File: config.mk
export PLATFORM = sky130hd
export DESIGN_NAME = alu32_issue
export DESIGN_NICKNAME = d
export VERILOG_FILES = /design/src/rtl/alu32_issue.sv
export SDC_FILE = /design/constraint.sdc
export NUM_CORES = 1
export LEC_CHECK = 0
export CORE_UTILIZATION = 43
export DETAILED_ROUTE_END_ITERATION = 10
export PLACE_DENSITY_LB_ADDON = 0.2
export SYNTH_ARGS = -nofsm -noshare
export SYNTH_HDL_FRONTEND = slang
export SYNTH_SLANG_ARGS = --single-unit
File: constraint.sdc
create_clock -name clk -period 5.03 [get_ports clk]
set_input_delay 1.006 -clock clk [delete_from_list [all_inputs] [get_ports clk]]
set_output_delay 1.006 -clock clk [all_outputs]
set_load 0.02 [all_outputs]
File: src/rtl/alu32_issue.sv
// Issue/retire sequencer in front of the 32-bit ALU: one op in flight, valid/ready on both sides.
// Optional retire counter on op_count is built only when ALU_ISSUE_PERF_EN is defined.
module alu32_issue #(
  parameter int unsigned MULT_CYCLES = 32
) (
  input  logic        clk,
  input  logic        rst_n,
  input  logic        in_valid,
  output logic        in_ready,
  input  logic [31:0] in_a,
  input  logic [31:0] in_b,
  input  logic [2:0]  in_op,
  output logic [31:0] alu_a,
  output logic [31:0] alu_b,
  output logic [2:0]  alu_op,
  output logic        alu_start,
  input  logic [31:0] alu_y,
  output logic        out_valid,
  input  logic        out_ready,
  output logic [31:0] out_y,
  output logic [15:0] op_count
);

  localparam logic [2:0] OP_MULT   = 3'b010;
  localparam logic [7:0] MULT_LOAD = 8'(MULT_CYCLES);

  typedef enum logic [1:0] {IDLE, EXEC, DONE} state_t;

  state_t     state, state_nx;
  logic [7:0] cnt;
  logic       accept, finish, retire;

  // Handshake readiness/validity are pure state decodes, never combinational from the far side.
  assign in_ready  = (state == IDLE);
  assign out_valid = (state == DONE);
  assign accept    = in_valid & in_ready;
  assign finish    = (state == EXEC) && (cnt == 8'd1);
  assign retire    = out_valid & out_ready;

  always_ff @(posedge clk or negedge rst_n) begin
    if (!rst_n) state <= IDLE;
    else        state <= state_nx;
  end

  always_comb begin
    state_nx = state;
    case (state)
      IDLE:    if (accept) state_nx = EXEC;
      EXEC:    if (finish) state_nx = DONE;
      DONE:    if (retire) state_nx = IDLE;
      default: state_nx = IDLE;
    endcase
  end

  always_ff @(posedge clk or negedge rst_n) begin
    if (!rst_n) begin
      alu_a     <= '0;
      alu_b     <= '0;
      alu_op    <= '0;
      alu_start <= 1'b0;
      cnt       <= '0;
      out_y     <= '0;
    end else begin
      alu_start <= accept;
      if (accept) begin
        alu_a  <= in_a;
        alu_b  <= in_b;
        alu_op <= in_op;
        cnt    <= (in_op == OP_MULT) ? MULT_LOAD : 8'd1;
      end else if (state == EXEC) begin
        cnt <= cnt - 8'd1;
      end
      if (finish) out_y <= alu_y;
    end
  end

`ifdef ALU_ISSUE_PERF_EN
  logic [15:0] perf_cnt;

  always_ff @(posedge clk or negedge rst_n) begin
    if (!rst_n)      perf_cnt <= '0;
    else if (retire) perf_cnt <= perf_cnt + 16'd1;
  end

  assign op_count = perf_cnt;
`else
  assign op_count = '0;
`endif

endmodule

# Yosys cells after proc, flatten, opt, wreduce, memory -nomap -nowiden
# Cells that the tools add are included.
[totals] register_bits=110 inputBits=103 output_inout_bits=118 word_cells=28
[op_classes] n_addsub=1 n_eq_ne=7 mux=7 bitwise_logic=2 reduce_logical=4
[op_table] op="$mux W8" n=2
[op_table] op="$eq A8 B1 Y1 const B" n=1
[op_table] op="$sub A8 B1 Y8 const B" n=1
[op_table] op="$mux W2" n=3
[op_table] op="$mux W6" n=1
[op_table] op="$pmux W2 S3" n=1
[op_table] op="$ne A2 B1 Y1 const B" n=2
[op_table] op="$eq A3 B2 Y1 const B" n=1
[op_table] op="$reduce_and A3 Y1" n=1
[op_table] op="$and A1 B1 Y1" n=2
[op_table] op="$eq A2 B1 Y1 const B" n=1
[op_table] op="$eq A2 B2 Y1 const B" n=1
[op_table] op="$logic_not A2 Y1" n=1
[op_table] op="$ne A2 B2 Y1 const B" n=1
[op_table] op="$reduce_bool A2 Y1" n=1
[op_table] op="$logic_and A1 B1 Y1" n=1

# Logic depth before layout (Yosys ltp)
# Gate-level depths: netlist (run 1).
[depth] ltp_word=4 mapped_depth=6 ltp_nobuf=5

# Worst setup path before layout (run 1)
# Ideal clock, no wire load.
[synth_timing] path_kind="input -> register" from="input port in_valid" to="register alu_a[0]" setup_time_ps=125 arrival_ps=2028 t_required_ps=4905 path_slack_ps=2877 path_stages=5 path_buffers=3 path_cell_list="or3b_1 buf_2 buf_6 buf_6 mux2_4"
[synth_via] elab_chain_len=1
[synth_rtl] element="from (decl)" line="8" rtl="input logic in_valid,"
[synth_rtl] element="$and A1 B1 Y1" line="36" rtl="assign accept = in_valid & in_ready;"
[synth_rtl] element="to (signal assigned)" line="66" rtl="alu_a <= in_a;"
[synth_rtl] element="to (decl)" line="13" rtl="output logic [31:0] alu_a,"
# Every way passes these cells.
# A chain may end at the register's enable or synchronous reset.

# Worst setup path after layout (run 1)
[layout_timing] from="input port in_valid" to="register alu_a[2]"
# Same word-level chain as after synthesis.

==> summary.md, run 1 <==
| Metric | Value |
|---|---|
| Routed WL per cell | `15.69 µm` |
| Slew headroom | `between 20% and 30%` |
| FILL cells | `733` |
| CTS resizes | `0` |
| Worst clock skew | `9.369 ps` |
| Core ar. | `0.009910 mm²` |
| TritonCTS clock tree | `built` |
| TritonCTS Buffers | `9` |
| Sequential-to-total area share from yosys stat | `between 60% and 70%` |
| Fin. Hold Viols | `0` |
| NetSw | `~1.5 mW` |
| Placed Area | `0.006514 mm²` |
| Number of global-route vias before repair | `3,028` |
| GRT Util Overall | `18.91%` |
| Worst hold path type | `reg -> reg` |
| Post-route cell area | `0.006703 mm²` |
| Drt total wl | `9683 µm` |
| Syn_area_per_cell | `roughly 16 µm²` |
| Drt initial violations | `61` |
| Antenna Nets Post-Route | `0` |
| Total power | `4.357 mW` |
| Clk sink count | `110` |
| Synth Instances | `278` |
| Status | `finished clean` |
| Combinational Power Share | `between 50% and 60%` |
| Via density | `4.754` |
| CP Class | `in -> reg` |
| Crit path time final | `2813 ps` |
| Clock Power Share | `12.1%` |
| First-pass GRT wire length | `15,970 µm` |
| Site Rows | `36` |
| Power density over cell area | `650.0 mW/mm²` |
| Critical Path RT | `5280 ps` |
| Drt drc | `0` |
| Max Cap Viol | `0` |
| Placer congestion estimate | `0.7645` |
| HPWL Detailed | `7016 µm` |
| VDD IR-drop max | `about 0.40 mV` |
| Crit-path max FO | `69` |
| DR pass1 iterations | `3` |
| Switch share | `35.02%` |
| Setup-failing EPs final | `0` |
| Worst reg-to-reg setup slack | `2740 ps` |
| Crit path cell chain | `clkdlybuf4s50_1, or3b_4, buf_4, mux2_4` |
| Final worst slack | `2217 ps` |
| Initial core utilization | `45.04%` |
| Slew Limit Fails | `0` |
| Ant diodes | `0` |
| R2R depth | `5` |
| Crit-path max cell delay | `920 ps` |
| # H-tree levels | `3` |
| Layout cells sized above 1 | `24.59%` |
| Pre-CTS setup slack | `1827 ps` |
| CTS max path bufs | `2` |
| Worst-path clk slew | `90 ps` |
| Sequential Power Share | `around 36%` |
| Final std cells w/o fill | `a little over 600` |
| I/O pin count | `221` |
| Commonest non-fill, non-tap cells in the layout | `clkdlybuf4s50_1 (203), dfrtp_1 (110), mux2_2 (79)` |
| Commonest non-fill, non-tap cell in the layout | `clkdlybuf4s50_1` |
| Utilization after layout | `67.64%` |
| Final nets | `586` |
| Critical-path top delay cell | `or3b_4` |
| TNS Setup | `0 ps` |
| Via count | `2,933` |
| Post-Synthesis Cell Area | `0.004463 mm²` |
| P&R area growth vs syn | `50.18%` |
| Period utilization | `55.92%` |
| Post-CTS setup buffer count | `0` |
| Cell Int Power | `2.831 mW` |
| Hold Buf Count CTS | `0` |
| Initial antenna violation count | `0` |
| Die Ht | `about 100 µm` |
| RSZ-0062 raised after global routing | `no` |
| Clock latency on the worst-skew pair | `360 ps` |
| Hold_ws | `~500 ps` |
| CTS root buf | `clkbuf_8` |
| Type of element capturing the critical path | `flop` |
| Placed cells | `603` |
| Worst hold stages | `1` |
| Worst EP arrival | `slightly above 3000 ps` |
| #FFs+latches synth | `110` |
| Achievable frequency | `approximately 0.36 GHz` |
| Worst setup SP type | `primary input` |
| Grt total ovfl | `0` |
| Die ar. | `0.01079 mm²` |
| P_leak | `a little under 3 nW` |
| Total number of yosys warnings | `0` |
| Die Wd | `roughly 100 µm` |
| Largest net degree at the start of global routing | `70` |
| Synth unique cells | `31` |
| Actual slew at the worst max-slew pin | `between 1000 and 1500 ps` |
| Buffers on Ports | `just over 200` |
-- power by group through the flow --
stage / logic, mW / clock network (mW) / registers, mW
floorplan: 0.727 / 0 / 2.08
global placement: 2.24 / 0 / 1.57
detailed placement: 2.28 / 0 / 1.60
CTS: 2.28 / 0.546 / 1.58
global route: 2.37 / 0.579 / 1.64
finish: 2.25 / 0.526 / 1.58
-- kinds of logic (layout without fill, tap and decap cells) --
kind of cell	after synthesis	in the layout	share of synthesized area, %
AO/OA/AOI/OAI	15	15	2.383
XOR/XNOR	1	1	0.1963
adder cells (fa/ha/maj)	2	2	0.5606
buffers and inverters	33	224	5.467
flip-flops	110	110	61.68
multiplexers	99	99	26.66
other	1	16	0.08402
AND/OR/NAND/NOR	17	17	2.972
-- synthesized netlist by cell type --
cell type | number | area (µm²)
mux2_2 | 79 | 889.6
buf_2 | 6 | 30.03
nor2b_1 | 1 | 6.260
buf_4 | 16 | 120.1
mux2_4 | 20 | 300.3
o311ai_0 | 2 | 17.52
a21o_1 | 1 | 7.510
nand3_2 | 1 | 10.01
o211ai_1 | 2 | 15.01
nor2_1 | 2 | 7.510
or3b_1 | 1 | 8.760
o41ai_1 | 2 | 17.52
nand3_1 | 2 | 10.01
or2_2 | 1 | 6.260
dfrtp_1 | 110 | 2753
o21ai_0 | 3 | 15.01
a31oi_1 | 1 | 6.260
ha_1 | 2 | 25.02
or4_4 | 1 | 11.26
nand2b_1 | 2 | 12.51
o31ai_1 | 3 | 22.52
or2_1 | 1 | 6.260
xnor2_1 | 1 | 8.760
inv_1 | 4 | 15.01
nor4_4 | 1 | 21.27
a21oi_1 | 1 | 5.000
nor3b_1 | 2 | 15.01
conb_1 | 1 | 3.750
nand3b_1 | 1 | 7.510
or4b_1 | 1 | 10.01
buf_6 | 7 | 78.83
-- critical path, delay by kind of cell --
family,cells,cell delay [ps]
muxes,1,320
buffers and inverters,2,760
and+or+nand+nor,1,920
-- cell type report --
| cell class | count | area [µm²] | area share [%] |
|---|---|---|---|
| Clock buffer | 13 | 158.9 | 2.371 |
| Multi-Input combinational cell | 150 | 1525 | 22.76 |
| Timing Repair Buffer | 206 | 2054 | 30.65 |
| Tap cell | 133 | 166.4 | 2.483 |
| Inverter | 4 | 15.01 | 0.2240 |
| Sequential cell | 110 | 2753 | 41.07 |
| Clock inverter | 1 | 30.03 | 0.4480 |
-- final timing paths --
| kind | to | from |
|---|---|---|
| worst max-delay path | alu_a[2] | in_valid |
| worst min-delay path | cnt[7] | cnt[7] |
| worst max register to register | out_y[21] | cnt[1] |
| worst min register to register | cnt[7] | cnt[7] |
| max in group asynchronous | alu_a[3] | rst_n |
| min in group asynchronous | alu_a[11] | rst_n |
-- registers in the layout, indices dropped and copies added (netlist names) --
name       cells
alu_a         32
cnt            8
alu_op         3
alu_b         32
out_y         32
alu_start      1
state          2
-- per-layer routing --
layer	share of wire [%]	global-route usage (%)	vias up
met4	1.6	6.939	0
li1	-	-	1350
met5	0	0	-
met2	53	32.90	105
met3	5.7	5.451	13
met1	40	22.17	1465
No activity file was read; power rests on OpenSTA's default activity.
==> inputs of run 2 (changes only) <==
Settings changed: CORE_UTILIZATION 43 to 40.
Clock period 5.03 ns to 2.8 ns, I/O delays scaled along.
==> run 2 against run 1 <==
Against the previous run: wire length rose by 2.2%; clock skew rose by 1.8 ps; critical path depth fell by 1; hold slack got worse by 300 ps; global-route usage fell by 1.1 points; combinational power rose by 80%; sequential cell count did not move; non-clock buffer count rose by 1; register-to-register slack got worse by 1700 ps; final cell count rose by 1.6%; critical path type is now reg -> out; critical endpoint is now out_valid.
==> summary.md, run 2 (synthesis results as in run 1) <==
| Metric | Value |
|---|---|
| GRT Util Overall | `17.81%` |
| Commonest non-fill, non-tap cells in the layout | `clkdlybuf4s50_1 (203), dfrtp_1 (110), mux2_2 (79)` |
| Commonest non-fill, non-tap cell in the layout | `clkdlybuf4s50_1` |
| Die Ht | `between 100 and 150 µm` |
| Number of global-route vias before repair | `between 3,000 and 4,000` |
| # H-tree levels | `3` |
| Layout cells sized above 1 | `25.46%` |
| CTS max path bufs | `2` |
| Antenna Nets Post-Route | `0` |
| Largest registers | `alu_a x32, alu_b x32, out_y x32` |
| Initial core utilization | `41.17%` |
| Drt initial violations | `104` |
| Ant diodes | `0` |
| Worst hold path type | `in -> async` |
| Actual slew at the worst max-slew pin | `approximately 680 ps` |
| TNS Setup | `0 ps` |
| Worst setup SP type | `flop` |
| Buffers on Ports | `a little over 200` |
| Slew Limit Fails | `0` |
| Worst-path clk slew | `100 ps` |
| HPWL Detailed | `just over 7000 µm` |
| Top Metal Used | `met4` |
| Placed cells | `611` |
| P&R area growth vs syn | `52.31%` |
| Clk sink count | `110` |
| DR pass1 iterations | `4` |
| Worst clock skew | `around 11 ps` |
| I/O pin count | `221` |
| TritonCTS clock tree | `built` |
| VDD IR-drop max | `0.5868 mV` |
| Setup-failing EPs final | `0` |
| Max Cap Viol | `0` |
| Routed length on met1 | `4073 µm` |
| Initial antenna violation count | `0` |
| P_leak | `2.929 nW` |
| Achievable frequency | `0.4522 GHz` |
| CP Class | `reg -> out` |
| Post-CTS setup buffer count | `0` |
| CTS resizes | `0` |
| Type of element capturing the critical path | `output pin` |
| RSZ-0062 raised after global routing | `no` |
| Status | `finished clean` |
| Met3 routed WL | `597 µm` |
| CTS root buf | `clkbuf_8` |
| Drt total wl | `9898 µm` |
| Hold Buf Count CTS | `0` |
| Grt total ovfl | `0` |
| Met2 wire length | `5106 µm` |
| Die Wd | `between 100 and 150 µm` |
| Largest net degree at the start of global routing | `64` |
| TritonCTS Buffers | `9` |
| Worst EP arrival | `between 1500 and 2000 ps` |
| Die ar. | `approximately 0.012 mm²` |
| Via density | `4.652` |
| Power density over cell area | `1177 mW/mm²` |
| First-pass GRT wire length | `15,520 µm` |
| Clock latency on the worst-skew pair | `370 ps` |
| Site Rows | `38` |
| Period utilization | `78.99%` |
| Placer congestion estimate | `0.6911` |
| Final std cells w/o fill | `627` |
| Fin. Hold Viols | `0` |
| Final nets | `between 500 and 600` |
| Crit path time final | `2212 ps` |
| Critical Path RT | `roughly 2200 ps` |
| Drt drc | `0` |
| FILL cells | `875` |
| Slew headroom | `54.90%` |
| Routed WL per cell | `15.79 µm` |
| Via count | `about 3,000` |
| Crit-path max FO | `7` |
| Core ar. | `0.01084 mm²` |
-- run 2: cell count changes in the layout (fill, tap and decap cells not counted), sizes merged --
cell and change:
buf +1, clkinv +2, clkbuf -1, bufinv +1
-- run 2: path summary, 6_finish.rpt --
| path | cells after the start | slack (ps) | endpoint | startpoint |
|---|---|---|---|---|
| max | 3 | 590 | out_valid | state[0] |
| min | 1 | 210 | alu_a[14] | rst_n |
| max reg2reg | 3 | 1060 | alu_b[25] | state[0] |
| min reg2reg | 1 | 500 | cnt[7] | cnt[7] |
| max in group asynchronous | 2 | 1840 | alu_b[13] | rst_n |
| min in group clk | 1 | 500 | cnt[7] | cnt[7] |
-- run 2: metrics by stage --
stage / total power, mW / hold slack (ps) / setup slack [ps] / utilization, % / area, µm²
after floorplan: 5.050 / 264.4 / 1093 / - / 4519
after global placement: 6.861 / 475.4 / 546.7 / 60.47 / 6555
after detailed placement: 6.962 / 483.1 / 541.3 / 60.47 / 6555
after CTS: 8.101 / 223.1 / 565.1 / 62.71 / 6798
after global routing: 8.459 / 234.9 / 489.3 / 62.71 / 6798
final: 8.000 / 205.5 / 588.4 / 62.71 / 6798
-- run 2: cell type report --
| class | instances | area, µm² | share of cell area [%] |
|---|---|---|---|
| repair buffers | 207 | 2087 | 30.70 |
| flip-flops and latches | 110 | 2753 | 40.49 |
| well taps | 140 | 175.2 | 2.577 |
| multi-input cells | 150 | 1525 | 22.44 |
| inverters | 4 | 15.01 | 0.2209 |
| clock inverters | 4 | 77.57 | 1.141 |
| clock buffers | 12 | 165.2 | 2.430 |
-- run 2: worst max-delay path: stages (launching register included) --
cell             delay [ps]
dfrtp_1                 450
nand2b_1                180
inv_1                    60
clkdlybuf4s50_1         590
-- run 2: where the power goes --
group | internal (mW) | switching [mW]
clock network | 0.581 | 0.541
registers | 2.39 | 0.451
logic | 2.25 | 1.79
total | 5.22 | 2.78
-- run 2: per-layer routing --
layer / vias up / GRT usage (%)
met5: - / 0
met2: 104 / 30.13
li1: 1351 / -
met3: 8 / 5.448
met4: 0 / 5.969
met1: 1454 / 21.51
